[config.mk]
export PLATFORM = sky130hd
export DESIGN_NAME = krnl_partialknn_sp_loader_flat
export DESIGN_NICKNAME = d
export VERILOG_FILES = /design/src/rtl/krnl_partialknn_sp_loader_pkg.sv /design/src/rtl/krnl_partialknn_sp_loader_if.sv /design/src/rtl/krnl_partialknn_sp_loader.sv /design/src/flat_wrapper.sv
export SDC_FILE = /design/constraint.sdc
export NUM_CORES = 1
export LEC_CHECK = 0
export BUFFER_PORTS_ARGS = -buffer_cell sky130_fd_sc_hd__clkbuf_2
export CORE_AREA = 5 5 216 218
export CTS_CLUSTER_DIAMETER = 30
export DETAILED_ROUTE_END_ITERATION = 16
export DIE_AREA = 0 0 221 223
export SYNTH_ARGS = -nofsm -noshare
export SYNTH_HDL_FRONTEND = slang
export SYNTH_SLANG_ARGS = --single-unit
[constraint.sdc]
create_clock -name clk -period 2.9 [get_ports clk]
set_clock_uncertainty 0.15 [all_clocks]
set_input_delay 0.29 -clock clk [delete_from_list [all_inputs] [get_ports clk]]
set_output_delay 0.29 -clock clk [all_outputs]
set_load 0.005 [all_outputs]
[src/rtl/krnl_partialknn_sp_loader_pkg.sv]
// krnl_partialknn_sp_pkg
//   Shared types and constants for the partialKnn search-point buffer loader.
//   sp_state_e    : loader FSM states (IDLE, LOAD, DONE)
//   SP_DATA_WIDTH : buffer word width (memory d0/q0 width)
//   SP_DEPTH      : buffer depth in words
//   SP_ADDR_WIDTH : buffer address width, clog2(SP_DEPTH)
package krnl_partialknn_sp_pkg;
    localparam int SP_DATA_WIDTH = 256;
    localparam int SP_DEPTH      = 2048;
    localparam int SP_ADDR_WIDTH = 11;

    typedef enum logic [1:0] {
        IDLE = 2'd0,
        LOAD = 2'd1,
        DONE = 2'd2
    } sp_state_e;
endpackage

[src/rtl/krnl_partialknn_sp_loader_if.sv]
// krnl_partialknn_sp_loader_if
//   Valid/ready search-point stream feeding the loader.
//   in_data  : payload word
//   in_valid : payload valid
//   in_last  : end-of-stream marker (checked only when last checking is built in)
//   in_ready : sink ready
//   modport master : stream producer
//   modport slave  : stream consumer (the loader)
interface krnl_partialknn_sp_loader_if
    import krnl_partialknn_sp_pkg::*;
#(
    parameter int DataWidth = SP_DATA_WIDTH
);
    logic [DataWidth-1:0] in_data;
    logic                 in_valid;
    logic                 in_last;
    logic                 in_ready;

    modport master (output in_data, output in_valid, output in_last, input in_ready);
    modport slave  (input in_data, input in_valid, input in_last, output in_ready);
endinterface

[src/rtl/krnl_partialknn_sp_loader.sv]
// krnl_partialknn_sp_loader
//   Fill stage for the partialKnn local search-point buffer (single-port URAM).
//   Writes a stream of words sequentially from address 0, pulses done when the
//   requested count is written, and hands the memory port to the distance-compute
//   reader whenever it is idle.
// Ports
//   clk, reset      : clock, asynchronous active-low reset
//   start/num_words : load request, sampled in IDLE only; count clamps to AddressRange
//   sp_in           : search-point stream (slave side)
//   rd_en/rd_addr   : compute-stage read request, passed through while IDLE
//   rd_grant        : reader owns the memory port
//   busy            : load in progress (LOAD or DONE)
//   done            : one-cycle completion pulse
//   words_loaded    : words written in the current or last load
//   mem_*           : memory port 0 (address0, ce0, we0, d0)
//   last_err        : only with KRNL_PARTIALKNN_SP_LOADER_LAST_CHECK_EN defined;
//                     sticky flag for an in_last that disagrees with the count
// Build option
//   KRNL_PARTIALKNN_SP_LOADER_LAST_CHECK_EN : adds last_err and in_last checking.
module krnl_partialknn_sp_loader
    import krnl_partialknn_sp_pkg::*;
#(
    parameter int DataWidth    = SP_DATA_WIDTH,
    parameter int AddressRange = SP_DEPTH,
    parameter int AddressWidth = SP_ADDR_WIDTH
) (
    input  logic                      clk,
    input  logic                      reset,
    input  logic                      start,
    input  logic [AddressWidth:0]     num_words,
    krnl_partialknn_sp_loader_if.slave sp_in,
    input  logic                      rd_en,
    input  logic [AddressWidth-1:0]   rd_addr,
    output logic                      rd_grant,
    output logic                      busy,
    output logic                      done,
    output logic [AddressWidth:0]     words_loaded,
    output logic [AddressWidth-1:0]   mem_address0,
    output logic                      mem_ce0,
    output logic                      mem_we0,
    output logic [DataWidth-1:0]      mem_d0
`ifdef KRNL_PARTIALKNN_SP_LOADER_LAST_CHECK_EN
    ,
    output logic                      last_err
`endif
);
    localparam logic [AddressWidth:0] RANGE = AddressRange[AddressWidth:0];
    localparam logic [AddressWidth:0] ONE   = 1;

    sp_state_e             state_q, state_d;
    logic [AddressWidth:0] target_q;   // clamped word count for this load
    logic [AddressWidth:0] acc_q;      // beats accepted so far
    logic [AddressWidth:0] wl_q;       // words written so far, also next write address
    logic                  wr_vld_q;   // registered write strobe
    logic [DataWidth-1:0]  wr_data_q;
    logic                  start_ok;
    logic                  accept;

    assign start_ok       = (state_q == IDLE) && start;
    assign sp_in.in_ready = (state_q == LOAD) && (acc_q < target_q);
    assign accept         = sp_in.in_valid && sp_in.in_ready;

    always_comb begin
        state_d      = state_q;
        rd_grant     = 1'b0;
        busy         = 1'b1;
        done         = 1'b0;
        mem_ce0      = wr_vld_q;
        mem_we0      = wr_vld_q;
        mem_address0 = wl_q[AddressWidth-1:0];
        unique case (state_q)
            IDLE: begin
                rd_grant     = 1'b1;
                busy         = 1'b0;
                mem_ce0      = rd_en;
                mem_we0      = 1'b0;
                mem_address0 = rd_addr;
                if (start) state_d = (num_words == '0) ? DONE : LOAD;
            end
            LOAD: begin
                // Leave only once the final word is actually on the memory port.
                if (wr_vld_q && ((wl_q + ONE) == target_q)) state_d = DONE;
            end
            DONE: begin
                done    = 1'b1;
                state_d = IDLE;
            end
            default: state_d = IDLE;
        endcase
    end

    assign words_loaded = wl_q;
    assign mem_d0       = wr_data_q;

    always_ff @(posedge clk or negedge reset) begin
        if (!reset) begin
            state_q   <= IDLE;
            target_q  <= '0;
            acc_q     <= '0;
            wl_q      <= '0;
            wr_vld_q  <= 1'b0;
            wr_data_q <= '0;
        end else begin
            state_q  <= state_d;
            wr_vld_q <= accept;
            if (accept) wr_data_q <= sp_in.in_data;
            if (start_ok) begin
                target_q <= (num_words > RANGE) ? RANGE : num_words;
                acc_q    <= '0;
                wl_q     <= '0;
            end else begin
                if (accept)   acc_q <= acc_q + ONE;
                if (wr_vld_q) wl_q  <= wl_q + ONE;
            end
        end
    end

`ifdef KRNL_PARTIALKNN_SP_LOADER_LAST_CHECK_EN
    // in_last must appear on exactly the final counted beat.
    always_ff @(posedge clk or negedge reset) begin
        if (!reset)        last_err <= 1'b0;
        else if (start_ok) last_err <= 1'b0;
        else if (accept && (sp_in.in_last != (acc_q == (target_q - ONE))))
            last_err <= 1'b1;
    end
`else
    logic unused_last;
    assign unused_last = sp_in.in_last;
`endif
endmodule

[src/flat_wrapper.sv]
// flat-port wrapper written by rule: the top's interface ports become plain ports
module krnl_partialknn_sp_loader_flat import krnl_partialknn_sp_pkg::*;
#(
    parameter int DataWidth    = SP_DATA_WIDTH,
    parameter int AddressRange = SP_DEPTH,
    parameter int AddressWidth = SP_ADDR_WIDTH
)
  (clk, reset, start, num_words, rd_en, rd_addr, rd_grant, busy, done, words_loaded, mem_address0, mem_ce0, mem_we0, mem_d0, sp_in_in_data, sp_in_in_valid, sp_in_in_last, sp_in_in_ready);
  krnl_partialknn_sp_loader_if #(.DataWidth(DataWidth)) sp_in_i ();
  input  logic clk;
  input  logic reset;
  input  logic start;
  input  logic [AddressWidth:0] num_words;
  input  logic rd_en;
  input  logic [AddressWidth-1:0] rd_addr;
  output logic rd_grant;
  output logic busy;
  output logic done;
  output logic [AddressWidth:0] words_loaded;
  output logic [AddressWidth-1:0] mem_address0;
  output logic mem_ce0;
  output logic mem_we0;
  output logic [DataWidth-1:0] mem_d0;
  input wire logic [$bits(sp_in_i.in_data)-1:0] sp_in_in_data;
  input wire logic [$bits(sp_in_i.in_valid)-1:0] sp_in_in_valid;
  input wire logic [$bits(sp_in_i.in_last)-1:0] sp_in_in_last;
  output wire logic [$bits(sp_in_i.in_ready)-1:0] sp_in_in_ready;
  assign sp_in_i.in_data = sp_in_in_data;
  assign sp_in_i.in_valid = sp_in_in_valid;
  assign sp_in_i.in_last = sp_in_in_last;
  assign sp_in_in_ready = sp_in_i.in_ready;
  krnl_partialknn_sp_loader #(.DataWidth(DataWidth), .AddressRange(AddressRange), .AddressWidth(AddressWidth)) u_core (.clk(clk), .reset(reset), .start(start), .num_words(num_words), .sp_in(sp_in_i), .rd_en(rd_en), .rd_addr(rd_addr), .rd_grant(rd_grant), .busy(busy), .done(done), .words_loaded(words_loaded), .mem_address0(mem_address0), .mem_ce0(mem_ce0), .mem_we0(mem_we0), .mem_d0(mem_d0));
endmodule
==> out/qor.yml, run 1 <==
finish:
  layout.nets: 2548
  layout_common_cells: "nand2_1 (792), clkbuf_2 (567), dfrtp_1 (295)"
  final_common_cell: "nand2_1"
  final_core_util_pct: 48.0
  syn_to_final_growth_pct: 76.5
  drive_gt1_share_pct: 32.8
route:
  vias_per_cell: 4.48
  routed_wl_mm: 46.6
  wire_per_inst_um: 16.0
  drc: 0
  ant_nets: 0
  dr.pass1.iters: 5
  drtIter0Drc: 818
  vias: 13100
logic_synthesis:
  synth.avg_cell_area_um2: 8.91
  synth_cell_types: 47
  synth_edf_count: 0
  synth_fp_nets: 1663
  synth-async-reset-ratio_pct: 100
  netlist_instances: 1364
  syn_area_um2: 12200
  ys_ff_latch: 295
  synth.yosys.seq_area_share_pct: 60.7
  yosysWarnings: 0
  synth_top_flop_cell: "dfrtp_1"
worst_setup_path:
  critPathLaunchType: "register"
  r2r_setup_slack_ps: 160
  crit_type: "register to register"
  r2r-start: "u_core.target_q[9]"
  arrival_ps: 3100
  reg2reg_depth: 9
  end_kind: "register"
  reg2reg_to: "u_core.mem_d0[251]"
  path_max_fanout: 54
  required_ps: 3260
flow_run:
  maxCapViolCount: 0
floorplanning:
  die_w_um: 221
  io_pins: 570
  row_count: 78
  die_area_um2: 49300
  core_um2: 44700
  dieHeight_um: 223
  start_util_pct: 27.2
place:
  place_congestion: 0.860
  dpl.hpwl_mm: 30.2
  portBuffers: 568
clocking:
  cts-buffers-inserted: 78
  clkTransAtPathRegs_ps: 50
  clk_path_buf_depth: 3
  cts_tree: "yes"
  root_buffer: "clkbuf_16"
  clock_latency_ps: 580
  htree_num_levels: 3
  clkSinkCount: 295
  postCtsSetupRepairBufs: 0
sta:
  max_freq_mhz: 365
  hold_ws_ps: 143
  worst_pin_slew_ps: 596
  finalSetupViolations: 0
  setup-tns-final_ps: 0
  fin_crit_ps: 2740
  final_max_slew_viol_count: 0
  grt_setup_unrepaired: "no"
  maxSlewHeadroom_pct: 60.3
  finalCritPeriodShare_pct: 94.5
  hold_viol_final: 0
hold_path:
  hold_path.class: "primary input to async pin"
power:
  p_total_mw: 25.2
  ir_drop_uv: 781
  power_leakage_nw: 11.6
  powerDensity_nw_per_um2: 1180
grt:
  grt_pass1_vias: 14200
  antenna_found_initial: 2
  grt_max_degree: 70
  grt_use_total_pct: 18.5
  grt_pass1_wl_mm: 74.9
  grt_overflow: 0
run_status:
  outcome: "complete, no violations"
## report_power, final
group	leakage [nW]	internal, mW	switching (mW)	total (mW)
Combinational	6.59	3.54	4.94	8.48
Clock	1.38	6.60	2.78	9.37
Sequential	3.65	6.11	1.27	7.38
Total	11.6	16.2	8.99	25.2
## critical path, cell delays in order, from the launching register on
cell and delay [ps]:
dfrtp_1 410, inv_1 130, ha_1 310, and4_1 230, nor4b_2 290, a21o_4 330, buf_12 280, buf_12 230
nand2_1 110, nand2_1 110
## final cells by class
cell class	count	area (um^2)
Fill cell	3976	23200
Clock buffer	97	2130
Inverter	18	75.1
Multi-Input combinational cell	982	4400
Clock inverter	47	746
Timing Repair Buffer	874	5960
Sequential cell	295	7380
Tap cell	600	751
Antenna cell	3	7.51
## cell usage after synthesis, types with 3 or more instances
cell type  count  area, um^2
nand2_1      792        2970
dfrtp_1      295        7380
buf_2         44         220
clkbuf_1      19        71.3
nor2_1        19        71.3
a21oi_1       17        85.1
inv_1         17        63.8
o21ai_0       15        75.1
ha_1          14         175
nand3_1       13        65.1
xnor2_1       13         114
xor2_1        13         114
mux2_2        11         124
nand4_1        9        56.3
o31ai_1        9        67.6
or4_1          8        60.1
a21o_1         5        37.5
buf_1          5        18.8
nand3b_1       4        30.0
mux2i_1        3        30.0
nor4_1         3        18.8
nor4b_1        3        26.3
## logic make-up after synthesis
group,share of synthesized area (%)
compound gates,3.18
xor+xnor,1.87
fa+ha+maj,1.44
buf+inv,3.17
flops,60.7
mux,1.27
simple gates,28.4
## per-stage QoR
stage / area, um^2 / setup WS [ps] / cells
after detailed placement: 15800 / 125 / 2497
after global routing: 21500 / 12.1 / 2914
after floorplan: 12200 / 498 / 1364
after CTS: 21400 / 30.9 / 2913
final: 21500 / 159 / 2916
after global placement: 15800 / 194 / 2497
## flip-flops by register name (all words and copies together), names as in the netlist
register / count
u_core.acc_q: 12
u_core.mem_d0: 256
u_core.state_q: 2
u_core.target_q: 12
u_core.words_loaded: 12
u_core.wr_vld_q: 1
## worst max path at each step
stage                                     to          startpoint
final                     u_core.mem_d0[251]  u_core.target_q[9]
after global routing      u_core.mem_d0[251]  u_core.target_q[9]
after CTS                     sp_in_in_ready  u_core.target_q[9]
after detailed placement  u_core.mem_d0[202]  u_core.target_q[9]
after global placement    u_core.mem_d0[116]  u_core.target_q[9]
after floorplan           u_core.mem_d0[135]  u_core.target_q[9]
## routing by layer
metal / GRT usage [%] / vias to the layer above / routed length, um
li1: - / 6075 / -
met1: 20.7 / 6233 / 17500
met2: 31.2 / 598 / 23000
met3: 6.08 / 163 / 3720
met4: 10.6 / 0 / 2400
met5: 0 / - / 0
## what timing repair did
action	in CTS	in global routing
endpoints found under the setup margin	0	165
endpoints found under the hold margin	390	0
hold buffers	272	0
gates resized for setup	0	1
No activity file was read; power rests on OpenSTA's default activity.
==> run 2: changes to the inputs <==
--- a/config.mk
+++ b/config.mk
@@ -6,10 +6,10 @@
 export NUM_CORES = 1
 export LEC_CHECK = 0
 export BUFFER_PORTS_ARGS = -buffer_cell sky130_fd_sc_hd__clkbuf_2
-export CORE_AREA = 5 5 216 218
+export CORE_AREA = 2 2 220 222
 export CTS_CLUSTER_DIAMETER = 30
 export DETAILED_ROUTE_END_ITERATION = 16
-export DIE_AREA = 0 0 221 223
+export DIE_AREA = 0 0 222 224
 export SYNTH_ARGS = -nofsm -noshare
 export SYNTH_HDL_FRONTEND = slang
 export SYNTH_SLANG_ARGS = --single-unit
==> constraint.sdc (replaced) <==
create_clock -name clk -period 2.7 [get_ports clk]
set_clock_uncertainty 0.15 [all_clocks]
set_input_delay 0.27 -clock clk [delete_from_list [all_inputs] [get_ports clk]]
set_output_delay 0.27 -clock clk [all_outputs]
set_load 0.005 [all_outputs]
==> run 2 against run 1 <==
  * Global-route usage decreased by 0.91 points
  * Core utilization decreased by 2.5 points
  * Hold slack got worse by 92 ps
  * Power grew 6.7%
  * First-iteration DRC count shrank 21%
  * Die area up 0.90%
  * Flip-flop and latch count is the same
  * Wire length is 3.5% lower
  * Sequential share of layout area decreased by 0.16 points
  * Critical endpoint is now sp_in_in_ready
  * Largest cell class unchanged
==> out/qor.yml, run 2 (synthesis results as in run 1) <==
grt:
  grt_pass1_wl_mm: 70.6  # -5.7%
  top_usage_layer: "met2"
  grt_overflow: 0  # unchanged
  antenna_found_initial: 0  # -2
  use_met2_pct: 30.8  # -0.43 points
  gr-usage-met1_pct: 19.2  # -1.5 points
  use_met3_pct: 5.06  # -1.0 points
  grt_max_degree: 120  # +71%
  grt_use_total_pct: 17.6  # -0.91 points
  grt_pass1_vias: 13800  # -2.6%
sta:
  grt_setup_unrepaired: "yes"
  fin_ws_ps: 108  # -50.9 ps
  setup-tns-final_ps: 0  # unchanged
  finalSetupViolations: 0  # unchanged
  hold_viol_final: 0  # unchanged
  maxSlewHeadroom_pct: 62.3  # +2.0 points
  max_freq_mhz: 386
  finalCritPeriodShare_pct: 96.0
  fin_crit_ps: 2590
  worst_pin_slew_ps: 566  # -30.2 ps
  final_max_slew_viol_count: 0  # unchanged
worst_setup_path:
  arrival_ps: 2170  # -930 ps
  r2r_setup_slack_ps: 120  # -40 ps
  critPathLaunchType: "register"
  required_ps: 2280  # -980 ps
  end_kind: "output port"
  r2r-start: "u_core.target_q[7]"
  path_max_fanout: 3  # -94%
  reg2reg_depth: 11  # +2
  crit_type: "register to output port"
  reg2reg_to: "u_core.mem_d0[41]"
finish:
  syn_to_final_growth_pct: 77.3
  layout_common_cells: "nand2_1 (792), clkbuf_2 (567), dfrtp_1 (295)"
  register_area_um2: 7380  # unchanged
  multi_input_area_um2: 4410  # +0.23%
  drive_gt1_share_pct: 33.3  # +0.50 points
  layout.nets: 2564  # +0.63%
  final_common_cell: "nand2_1"
  fill_cells: 4255  # +7.0%
  stdcell_count: 2942  # +0.89%
  largest_reg_flops: 256  # unchanged
clocking:
  clkSinkCount: 295  # unchanged
  clock_latency_ps: 580  # about the same
  clkTransAtPathRegs_ps: 50  # about the same
  root_buffer: "clkbuf_16"
  cts-buffers-inserted: 73  # -6.4%
  clk_path_buf_depth: 3  # unchanged
  cts_tree: "yes"
  htree_num_levels: 3  # unchanged
power:
  powerDensity_nw_per_um2: 1250  # +6.2%
  p_total_mw: 26.9  # +6.7%
  power_leakage_nw: 11.7  # +0.85%
  ir_drop_uv: 660  # -16%
run_status:
  outcome: "complete, no violations"
place:
  dp_cells: 2529  # +1.3%
  dp_slack_ps: 45.4  # -79.6 ps
  place_congestion: 0.862  # +0.26%
  portBuffers: 568  # unchanged
  dpl.hpwl_mm: 28.8  # -4.6%
floorplanning:
  die_w_um: 222  # +0.45%
  core_um2: 47300  # +5.9%
  dieHeight_um: 224  # +0.45%
  start_util_pct: 25.7  # -1.5 points
  io_pins: 570  # unchanged
  die_area_um2: 49700  # +0.90%
  row_count: 80  # +2.6%
route:
  drc: 0  # unchanged
  vias_per_cell: 4.39  # -2.2%
  vias: 12900  # -1.3%
  drtIter0Drc: 649  # -21%
  routed_wl_mm: 45.0  # -3.5%
  dr.pass1.iters: 5  # unchanged
  wire_per_inst_um: 15.3  # -4.3%
  ant_nets: 0  # unchanged
flow_run:
  maxCapViolCount: 0  # unchanged
hold_path:
  hold_path.class: "primary input to async pin"
[run 2: cell types whose count changed in the layout (fill, tap and decap cells not counted), moves of 3 or more]
cell / change
inv_6: -6
buf_4: +15
clkinvlp_4: -4
clkinv_4: -4
clkbuf_8: +4
clkinv_2: +9
buf_16: +3
[run 2: what timing repair did]
action,4_1_cts,5_1_grt
cloned,0,2
hold buffers,272,0
setup buffers,0,2
endpoints found under the setup margin,2,212
resized for setup,1,7
endpoints found under the hold margin,565,0
pin swaps,0,0
[run 2: worst max path at each step]
stage	to	slack, ps	from	cells after the start
after floorplan	u_core.mem_d0[135]	300	u_core.target_q[9]	10
after global placement	u_core.mem_d0[16]	120	u_core.target_q[10]	9
after detailed placement	u_core.mem_d0[36]	50	u_core.target_q[11]	9
after CTS	sp_in_in_ready	50	u_core.target_q[11]	7
after global routing	u_core.mem_d0[41]	-20	u_core.target_q[10]	11
final	sp_in_in_ready	110	u_core.target_q[11]	7
[run 2: critical path, stage by stage, from the launching register on]
cell      delay, ps
dfrtp_1         380
inv_1            70
ha_1            300
and4_2          270
nor4b_4         130
buf_4           140
a21oi_1         150
clkbuf_2        150
[run 2: final cells by class]
| class | instances | area share, % |
|---|---|---|
| Sequential cell | 295 | 34.2 |
| Inverter | 18 | 0.348 |
| Tap cell | 615 | 3.57 |
| Clock buffer | 95 | 9.66 |
| Timing Repair Buffer | 895 | 28.8 |
| Multi-Input combinational cell | 982 | 20.5 |
| Clock inverter | 41 | 2.92 |
| Antenna cell | 1 | 0.0116 |
[run 2: metrics by stage]
step | hold WS (ps) | util [%] | area, um^2
floorplan | -176 | - | 12200
global placement | 74.0 | 33.8 | 16000
detailed placement | 75.0 | 33.8 | 16000
CTS | 27.7 | 45.3 | 21500
global route | 73.5 | 45.5 | 21600
finish | 51.3 | 45.5 | 21600
[run 2: power breakdown]
group	total [mW]	switching, mW	internal (mW)
sequential	7.92	1.35	6.56
combinational	9.47	5.36	4.11
clock	9.54	2.77	6.77
total	26.9	9.48	17.4
[run 2: layer usage]
metal	up-vias	routed length, um
met2	573	22900
met3	130	3180
met5	-	0
li1	6099	-
met1	6099	17100
met4	0	1870
==> run 3: changes to the inputs <==
==> constraint.sdc (replaced) <==
create_clock -name clk -period 2.39 [get_ports clk]
set_clock_uncertainty 0.15 [all_clocks]
set_input_delay 0.239 -clock clk [delete_from_list [all_inputs] [get_ports clk]]
set_output_delay 0.239 -clock clk [all_outputs]
set_load 0.005 [all_outputs]
==> run 3 against run 2 <==
  * The flow now finishes with violations (negative setup slack)
  * Critical path depth decreased by 1
  * Sequential share of layout area fell by 2.6 points
  * Sequential power up 13%
  * First-iteration DRC count up 5.1%
  * Combinational power is 49% higher
  * Critical endpoint unchanged
==> out/qor.yml, run 3 (synthesis results as in run 1) <==
run_status:
  outcome: "complete, but fails checks"
  violations: "negative setup slack"
power:
  powerDensity_nw_per_um2: 1420  # +14%
  intPower_mw: 21.2  # +22%
  power_leakage_nw: 12.5  # +6.9%
  swShare_pct: 36.2  # +0.94 points
  p_sw_mw: 12.0  # +27%
  clkPwrFrac_pct: 30.6  # -4.8 points
  p_total_mw: 33.3  # +24%
  power_frac_seq_pct: 27.0  # -2.4 points
  ir_drop_uv: 830  # +26%
  pwr-share-comb_pct: 42.4  # +7.2 points
grt:
  grt_max_degree: 76  # -37%
  grt_use_total_pct: 18.3  # +0.67 points
  grt_pass1_wl_mm: 72.4  # +2.5%
  grt_pass1_vias: 14200  # +2.6%
  grt_overflow: 0  # unchanged
  antenna_found_initial: 5  # +5
clocking:
  cts_tree: "yes"
  clkSinkCount: 295  # unchanged
  clk_path_buf_depth: 3  # unchanged
  root_buffer: "clkbuf_16"
  clkTransAtPathRegs_ps: 50  # about the same
  clock_latency_ps: 580  # about the same
  htree_num_levels: 3  # unchanged
  cts-buffers-inserted: 73  # unchanged
floorplanning:
  io_pins: 570  # unchanged
  row_count: 80  # unchanged
  die_w_um: 222  # unchanged
  die_area_um2: 49700  # unchanged
  start_util_pct: 25.7  # unchanged
  dieHeight_um: 224  # unchanged
  core_um2: 47300  # unchanged
sta:
  hold_ws_ps: 131  # +79.8 ps
  grt_setup_unrepaired: "yes"
  setup-tns-final_ps: -1600  # -1600 ps
  fin_ws_ps: -83.4  # -192 ps
  max_freq_mhz: 404
  maxSlewHeadroom_pct: 53.4  # -8.9 points
  hold_viol_final: 0  # unchanged
  finalSetupViolations: 77  # +77
  final_max_slew_viol_count: 0  # unchanged
  fin_crit_ps: 2470
  finalCritPeriodShare_pct: 103
  worst_pin_slew_ps: 699  # +133 ps
finish:
  largest_reg_flops: 256  # unchanged
  drive_gt1_share_pct: 42.4  # +9.1 points
  layout.nets: 2658  # +3.7%
  layout_common_cells: "nand2_1 (667), clkbuf_2 (566), dfrtp_1 (290)"
  final_common_cell: "nand2_1"
  syn_to_final_growth_pct: 92.2
  fin_area_um2: 23400  # +8.4%
  final_core_util_pct: 49.3  # +3.8 points
  stdcell_count: 3035  # +3.2%
worst_setup_path:
  path_max_fanout: 3  # unchanged
  arrival_ps: 2080  # -90 ps
  required_ps: 2000  # -280 ps
  critPathLaunchType: "register"
  end_kind: "output port"
  crit_type: "register to output port"
route:
  ant_nets: 0  # unchanged
  vias: 13800  # +6.8%
  vias_per_cell: 4.54  # +3.5%
  drtIter0Drc: 682  # +5.1%
  routed_wl_mm: 50.8  # +13%
  wire_per_inst_um: 16.7  # +9.5%
  drc: 0  # unchanged
  dr.pass1.iters: 5  # unchanged
place:
  dp_cells: 2584  # +2.2%
  dpl.hpwl_mm: 29.8  # +3.6%
  place_congestion: 0.861  # about the same
  portBuffers: 568  # unchanged
  placed_cell_area_um2: 16600  # +3.4%
  dp_slack_ps: -267  # -312 ps
hold_path:
  hold_path.class: "primary input to async pin"
flow_run:
  maxCapViolCount: 0  # unchanged
run 3: worst max-delay path, cell delays in order, from the launching register on:
cell and delay (ps):
dfrtp_1 390, inv_2 80, ha_4 190, a21o_1 150, a211o_1 360, a21oi_2 170
buf_2 160
run 3: power by group through the flow:
stage	clock (mW)	combinational, mW	sequential, mW
3_3_place_gp	0	10.6	8.78
6_report	10.2	14.1	8.98
2_1_floorplan	0	4.98	8.89
3_5_place_dp	0	10.9	8.82
5_1_grt	10.6	15.3	9.23
4_1_cts	10.3	12.0	8.86
run 3: cell type report:
type                       instances  area, um^2
antenna                            6        15.0
timing repair buffer             988        7430
sequential                       295        7390
tap                              615         769
inverter                          18        80.1
clock inverter                    37         500
clock buffer                      93        2050
fill                            4042       24000
multi-input combinational        983        5120
run 3: layer usage:
layer | track usage, % | part of all wire, % | vias to the layer above
li1 | - | - | 6301
met1 | 19.8 | 37 | 6599
met2 | 31.2 | 50 | 690
met3 | 5.12 | 7.0 | 191
met4 | 12.4 | 5.6 | 0
met5 | 0 | 0 | -
run 3: path summary, 6_finish.rpt:
kind                                startpoint                  to  slack, ps  cells past startpoint
max                         u_core.target_q[1]      sp_in_in_ready        -80                      6
min                                      reset  u_core.mem_d0[203]        130                      2
max reg2reg                u_core.target_q[11]  u_core.mem_d0[200]        -70                     12
min reg2reg                 u_core.mem_d0[107]  u_core.mem_d0[107]        320                      2
max in group asynchronous                reset  u_core.mem_d0[107]       1240                      3
min in group clk                sp_in_in_valid     u_core.acc_q[9]        190                      6
run 3: what timing repair did:
| action | CTS | global route |
|---|---|---|
| resized for setup | 48 | 190 |
| endpoints found under the setup margin | 266 | 270 |
| hold buffers | 274 | 0 |
| pin swaps | 6 | 78 |
| cloned | 3 | 19 |
| buffers inserted | 6 | 14 |
| hold endpoints to repair | 425 | 0 |
